<file path="src/rtl/seg_scan_mux.sv">
// Time-multiplexed scan driver for a common-anode multi-digit 7-segment display.
// Optional feature: define LEADING_ZERO_BLANK_EN to blank leading zero digits.
module seg_scan_mux #(
    parameter int DIGITS   = 4,
    parameter int PRESCALE = 1000
) (
    input  logic                  clk,
    input  logic                  rst_n,
    input  logic                  load,
    input  logic [4*DIGITS-1:0]   digits_in,
    input  logic [DIGITS-1:0]     dp_in,
    output logic [3:0]            BCD,
    output logic [DIGITS-1:0]     AN,
    output logic                  DP,
    output logic                  frame_tick,
    output logic                  pending
);

    localparam int CW = (PRESCALE > 1) ? $clog2(PRESCALE) : 1;
    localparam int IW = (DIGITS > 1) ? $clog2(DIGITS) : 1;

    typedef enum logic {
        IDLE_GUARD = 1'b0,
        DRIVE      = 1'b1
    } state_t;

    state_t                state_q, state_d;
    logic [CW-1:0]         cnt_q, cnt_d;
    logic [IW-1:0]         idx_q, idx_d;
    logic                  started_q;
    logic [4*DIGITS-1:0]   stage_q, stage_d;
    logic [DIGITS-1:0]     stage_dp_q, stage_dp_d;
    logic [4*DIGITS-1:0]   disp_q, disp_d;
    logic [DIGITS-1:0]     disp_dp_q, disp_dp_d;
    logic                  pending_q, pending_d;
    logic                  frame_tick_q, frame_tick_d;
    logic [3:0]            bcd_q, bcd_d;
    logic [DIGITS-1:0]     an_q, an_d;
    logic                  dp_q, dp_d;

    logic                  cnt_last;
    logic                  idx_last;
    logic                  boundary;
    logic [3:0]            disp_digit [DIGITS];
    logic [DIGITS-1:0]     blank;

    assign cnt_last = (cnt_q == CW'(PRESCALE - 1));
    assign idx_last = (idx_q == IW'(DIGITS - 1));
    assign cnt_d    = cnt_last ? '0 : cnt_q + CW'(1);
    assign idx_d    = cnt_last ? (idx_last ? '0 : idx_q + IW'(1)) : idx_q;

    // Outputs lag the counters by one edge, so the frame boundary is the edge
    // on which the registered outputs enter slot 0 (skipped right after reset).
    assign boundary = started_q && (cnt_q == '0) && (idx_q == '0);

    assign stage_d    = load ? digits_in : stage_q;
    assign stage_dp_d = load ? dp_in : stage_dp_q;
    assign disp_d     = (boundary && pending_q) ? stage_q : disp_q;
    assign disp_dp_d  = (boundary && pending_q) ? stage_dp_q : disp_dp_q;
    assign pending_d  = load ? 1'b1 : (boundary ? 1'b0 : pending_q);
    assign frame_tick_d = boundary;

    genvar gi;
    generate
        for (gi = 0; gi < DIGITS; gi++) begin : g_digit
            assign disp_digit[gi] = disp_d[4*gi +: 4];
        end
    endgenerate

`ifdef LEADING_ZERO_BLANK_EN
    logic [DIGITS:0] zero_above;
    assign zero_above[DIGITS] = 1'b1;
    generate
        for (gi = 0; gi < DIGITS; gi++) begin : g_blank
            assign zero_above[gi] = zero_above[gi+1] && (disp_digit[gi] == 4'h0);
            if (gi == 0) begin : g_lsd
                assign blank[gi] = 1'b0;
            end else begin : g_upper
                assign blank[gi] = zero_above[gi];
            end
        end
    endgenerate
`else
    assign blank = '0;
`endif

    always_comb begin
        state_d = state_q;
        case (state_q)
            IDLE_GUARD: if (cnt_q != '0) state_d = DRIVE;
            DRIVE:      if (cnt_q == '0) state_d = IDLE_GUARD;
        endcase

        an_d = '1;
        if ((state_d == DRIVE) && !blank[idx_q]) begin
            an_d[idx_q] = 1'b0;
        end
        bcd_d = disp_digit[idx_q];
        dp_d  = disp_dp_d[idx_q] & ~blank[idx_q];
    end

    always_ff @(posedge clk or negedge rst_n) begin
        if (!rst_n) begin
            state_q      <= IDLE_GUARD;
            cnt_q        <= '0;
            idx_q        <= '0;
            started_q    <= 1'b0;
            stage_q      <= '0;
            stage_dp_q   <= '0;
            disp_q       <= '0;
            disp_dp_q    <= '0;
            pending_q    <= 1'b0;
            frame_tick_q <= 1'b0;
            bcd_q        <= 4'h0;
            an_q         <= '1;
            dp_q         <= 1'b0;
        end else begin
            state_q      <= state_d;
            cnt_q        <= cnt_d;
            idx_q        <= idx_d;
            started_q    <= 1'b1;
            stage_q      <= stage_d;
            stage_dp_q   <= stage_dp_d;
            disp_q       <= disp_d;
            disp_dp_q    <= disp_dp_d;
            pending_q    <= pending_d;
            frame_tick_q <= frame_tick_d;
            bcd_q        <= bcd_d;
            an_q         <= an_d;
            dp_q         <= dp_d;
        end
    end

    assign BCD        = bcd_q;
    assign AN         = an_q;
    assign DP         = dp_q;
    assign frame_tick = frame_tick_q;
    assign pending    = pending_q;

endmodule

</file>
<file path="config.mk">
export PLATFORM = sky130hd
export DESIGN_NAME = seg_scan_mux
export DESIGN_NICKNAME = d
export VERILOG_FILES = /design/src/rtl/seg_scan_mux.sv
export SDC_FILE = /design/constraint.sdc
export NUM_CORES = 1
export LEC_CHECK = 0
export ABC_CLOCK_PERIOD_IN_PS = 5000
export CORE_MARGIN = 3
export CORE_UTILIZATION = 60
export CTS_CLUSTER_SIZE = 40
export DETAILED_ROUTE_END_ITERATION = 10
export PLACE_DENSITY = 0.91
export SYNTH_ARGS = -nofsm -noshare
export SYNTH_HDL_FRONTEND = slang
export SYNTH_SLANG_ARGS = --single-unit
</file>
<file path="constraint.sdc">
create_clock -name clk -period 5 [get_ports clk]
set_input_delay 1 -clock clk [delete_from_list [all_inputs] [get_ports clk]]
set_output_delay 1 -clock clk [all_outputs]
set_load 0.02 [all_outputs]
</file>
After elaboration in Yosys (flattened, before gate mapping)
Index checks and enable logic that the tools add are counted.

cells by class
  $add $sub $neg = 2
  reductions and logical operators = 10
  equal/unequal tests = 2
  multiplexer cells = 19
  bitwise operators = 5
  order comparisons = 3

operators by type and width
  cell                                                                number
  two-way mux 16 bit                                                  1
  two-way mux 4 bit                                                   4
  adder 10 x 1 -> 10 bit (second input constant)                      1
  equality test 10 bit (second input constant)                        1
  zero test 10 bit                                                    1
  two-way mux 10 bit                                                  1
  nonzero test 10 bit                                                 1
  binary-select mux 4 bit (select 2 bit)                              1
  two-way mux 1 bit                                                   7
  logical AND 1 bit                                                   5
  binary-select mux 1 bit (select 2 bit)                              2
  NOT 4 bit                                                           1
  greater-or-equal comparator 3 bit (second input constant)           1
  < comparator 2 x 3 -> 1 bit (second input constant)                 1
  NOT 2 -> 3 bit                                                      1
  adder 2 x 1 -> 2 bit (second input constant)                        1
  demux 1 bit (select 2 bit)                                          1
  equality test 2 bit (second input constant)                         1
  greater-or-equal comparator 2 x 1 -> 1 bit (second input constant)  1
  zero test 2 bit                                                     1
  two-way mux 2 bit                                                   1
  NOT 1 bit                                                           2
  one-hot mux 1 bit (2 select lines)                                  1
  nonzero test 2 bit                                                  1
  other kinds (2)                                                     2

word-level totals
  bits in registers = 65
  logic and storage cells = 54

Longest topological paths before layout
  depth in word-level cells = 8
  gate-level depth with buffers = 10
  depth with buffers taken out = 6

Least setup slack after synthesis
Ideal clock, no wire load.

  path kind = reg-to-reg
  start = register idx_q[1]
  end = register disp_dp_q[0]
  path buffers = 4
  arrival = 2.011 ns
  required time = 4.884 ns
  library setup time = 0.116 ns
  setup slack = 2.873 ns
  cell stages (with the launch flop) = 11
  cells stage by stage = dfrtp_1 clkbuf_1 buf_1 inv_1 ha_1 nand2_1 or4_4 buf_6 buf_8 nand2_1 nand2_1

between the ends
  word-level cells in the longest chain between the ends = 4

RTL lines
  element                   RTL line  source
  start: declaration        29        logic [IW-1:0] idx_q, idx_d;
  start signal: assignment  120       idx_q <= idx_d;
  zero test 2 bit           54        assign boundary = started_q && (cnt_q == '0) && (idx_q == '0);
  logical AND 1 bit         54
  logical AND 1 bit         59        assign disp_dp_d = (boundary && pending_q) ? stage_dp_q : disp_dp_q;
  two-way mux 4 bit         59
  via disp_dp_d[0]          34        logic [DIGITS-1:0] disp_dp_q, disp_dp_d;
  end signal: assignment    125       disp_dp_q <= disp_dp_d;
  end: declaration          34

The timed path passes the listed nets, and every way through them passes these cells.
A chain may end at the register's enable or synchronous reset.

Final worst setup path
  start = register idx_q[1]
  end = register dp_q, in the netlist DP

between the ends
  word-level cells in the longest chain between the ends = 7

RTL lines
  element                                  RTL line  source
  zero test 2 bit                          54
  logical AND 1 bit                        54
  logical AND 1 bit                        59
  two-way mux 4 bit                        59
  binary-select mux 1 bit (select 2 bit)   99        dp_d = disp_dp_d[idx_q] & ~blank[idx_q];
  two-way mux 1 bit (not written as such)  99
  AND 1 bit (*)                            99
  via dp_d                                 39        logic dp_q, dp_d;
  end signal: assignment                   130       dp_q <= dp_d;
  end: declaration                         39

Mark *: on every way through the listed nets, which the timed path passes. The rest lies on a longest branch. The select of a mux whose other input is x is not followed.

==> results.json <==
{
  "status": "completed",
  "htree_levels": 3,
  "grt_pass1_vias": 2047,
  "clock_skew_ns": 0.00893,
  "initial_core_util": 0.646,
  "dr_total_vias": 2000,
  "stdcell_area_um2": 3470,
  "post_cts_buffers": 0,
  "overflow": 0,
  "hold_violations": 0,
  "placed_cell_area_um2": 3250,
  "crit_start": "idx_q[1]",
  "timing.rr.start": "idx_q[1]",
  "synth_cells": 275,
  "grt_util_met3": 0.0515,
  "grtUsageMet1": 0.247,
  "r2r-end": "DP",
  "syn_area_per_cell_um2": 10.7,
  "rsz0062_at_grt": "false",
  "instances_no_fill": 376,
  "whs_ns": 0.467,
  "ys_warn_count": 0,
  "gp_congestion": 0.872,
  "synth_top_cell_area_share": 0.513,
  "maxCapViolCount": 0,
  "grt_pass1_wl_mm": 9.03,
  "fin_ws_ns": 2.54,
  "worstPathArrival_ns": 2.68,
  "p_switching_uw": 246,
  "portBuffers": 33,
  "switching_share": 0.220,
  "io_pins": 34,
  "fin_crit_ns": 2.46,
  "track_usage": 0.216,
  "cts_buffers": 9,
  "antenna_found_initial": 0,
  "drtPass1Iterations": 4,
  "worstSetupEndpointType": "register",
  "drive_above_1_share": 0.170,
  "place_ws_ns": 2.35,
  "finalSetupTns_ns": 0,
  "drtIter0Drc": 102,
  "maxSlewViolCount": 0,
  "multi_input_area_um2": 1210,
  "clk_pin_slew_worst_paths_ns": 0.07,
  "grt_max_degree": 65,
  "hpwl_mm": 3.49,
  "hold_buffers": 0,
  "routed_via_density": 5.32,
  "tightest_slew_ns": 1.23,
  "reg2reg_depth": 6,
  "clock_path_buffers": 2,
  "critPathLaunchType": "register",
  "synth_top_cell_by_area": "dfrtp_1",
  "ys.flop_type": "dfrtp_1",
  "cts_root_buf": "clkbuf_8",
  "placed_cells": 360,
  "period_share": 0.492,
  "p_seq_frac": 0.500,
  "max_freq_ghz": 0.407,
  "coreArea_um2": 4530,
  "peakVddDrop_v": 0.000251,
  "top_usage_layer": "met2",
  "r2r_slack_ns": 2.54,
  "crit_end": "DP",
  "pwr-share-clk": 0.437,
  "clock_latency_ns": 0.34,
  "final_nets": 335,
  "syn-num-nets": 304,
  "synth_seq_area_share": 0.548,
  "hp-class": "register to register",
  "wire_per_inst_um": 14.4,
  "cts_resized": 0,
  "path_class": "register to register",
  "powerDensity_nw_per_um2": 322,
  "p_comb_frac": 0.063,
  "power.internal_uw": 874,
  "rows": 24,
  "tritoncts": "built",
  "cp_max_fo": 25,
  "cts_num_sinks": 64,
  "slew_headroom": 0.177,
  "synth_area_um2": 2930,
  "synthArstFlopShare": 1.00,
  "cp_data_required_time_ns": 5.23,
  "synth_edf_count": 0,
  "p_leak_uw": 0.00159,
  "drt-total-wl_mm": 5.42,
  "n_antenna_cell": 0,
  "synth.ff_latch_count": 64,
  "die_w_um": 75.9,
  "areaGrowthSynthToFinish_pct": 18.6,
  "synth.area.top_cells": "dfrtp_1 51%, nand2_1 11%, mux2_2 8.5%",
  "finalSetupViolations": 0,
  "gr-usage-met2": 0.371,
  "die_area_um2": 5760,
  "synth.distinct_cells": 34,
  "antenna_left": 0,
  "drc": 0,
  "dieHeight_um": 75.9,
  "final-seq-area_um2": 1610,
  "fillers": 287
}
-- layout make-up --
type	count	area share
timing repair buffer	35	0.0980
clock inverter	6	0.0238
sequential	64	0.463
clock buffer	10	0.0396
multi-input combinational	191	0.347
inverter	5	0.00540
tap	65	0.0234
-- cells by family after synthesis --
| family | after synthesis | synth area share |
|---|---|---|
| other cells | 1 | 0.00128 |
| compound gates | 13 | 0.0235 |
| fa+ha+maj | 6 | 0.0256 |
| buf+inv | 20 | 0.0397 |
| simple gates | 122 | 0.188 |
| mux | 42 | 0.153 |
| flops | 64 | 0.548 |
| xor+xnor | 7 | 0.0209 |
-- stage by stage --
stage               power, uW  utilization
global route             1160        0.766
global placement          636        0.717
detailed placement        641        0.717
finish                   1120        0.766
CTS                      1130        0.766
floorplan                 599            -
-- critical path: stages (launching register included) --
cell     delay, ns
dfrtp_1       0.84
inv_1         0.27
ha_1          0.20
nand2_1       0.12
or4_4         0.66
a21oi_1       0.18
nor2_1        0.07
-- synthesized netlist by cell type (all sizes together) (3+ instances only) --
library cell and n:
xnor2 4, nand2 88, inv 5, mux2 22, clkbuf 7, buf 8
nor2 15, xor2 3, dfstp 4, mux2i 20, nand3 4, ha 6
dfrtp 60, a21oi 11
-- power groups by stage --
stage	clock, uW	sequential (uW)	combinational, uW
6_report	490	560	70.8
5_1_grt	522	563	78.6
4_1_cts	497	560	72.4
3_5_place_dp	0	569	71.8
3_3_place_gp	0	567	68.6
2_1_floorplan	0	565	33.9
-- flip-flops by register name, summed over array words and instances, names as in the netlist --
signal,cells
started_q,1
frame_tick,1
stage_dp_q,4
BCD,4
DP,1
idx_q,2
cnt_q,10
pending,1
disp_dp_q,4
AN,4
stage_q,16
disp_q,16
-- per-layer routing --
layer  routed length, um  vias to the layer above
met3                 243                        9
met5                   0                        -
met4                  98                        0
li1                    -                      968
met2                2810                       59
met1                2270                      964
-- layout by cell type, fill, tap and decap left out, drive strengths merged --
cell type	n
a21oi	11
a31oi	1
and3	1
and4	1
buf	3
bufinv	2
clkbuf	10
clkdlybuf4s50	32
clkinv	3
clkinvlp	1
conb	1
dfrtp	60
dfstp	4
ha	6
inv	5
mux2	22
mux2i	20
nand2	88
nand3	4
nand4b	1
nor2	15
nor2b	1
nor3	2
nor4	2
nor4b	1
o21bai	1
or2b	1
or3	2
or4	2
or4b	1
xnor2	4
xor2	3
-- worst min path at each step --
stage / slack (ns) / cells after the start / from / to
4_1_cts: 0.47 / 2 / disp_q[2] / disp_q[2]
6_report: 0.47 / 2 / disp_q[2] / disp_q[2]
3_5_place_dp: 0.46 / 2 / disp_dp_q[0] / disp_dp_q[0]
5_1_grt: 0.49 / 2 / disp_q[0] / disp_q[0]
2_1_floorplan: 0.44 / 2 / disp_dp_q[0] / disp_dp_q[0]
3_3_place_gp: 0.45 / 2 / disp_q[1] / disp_q[1]
Note: power is estimated with default switching activity, not from simulation.
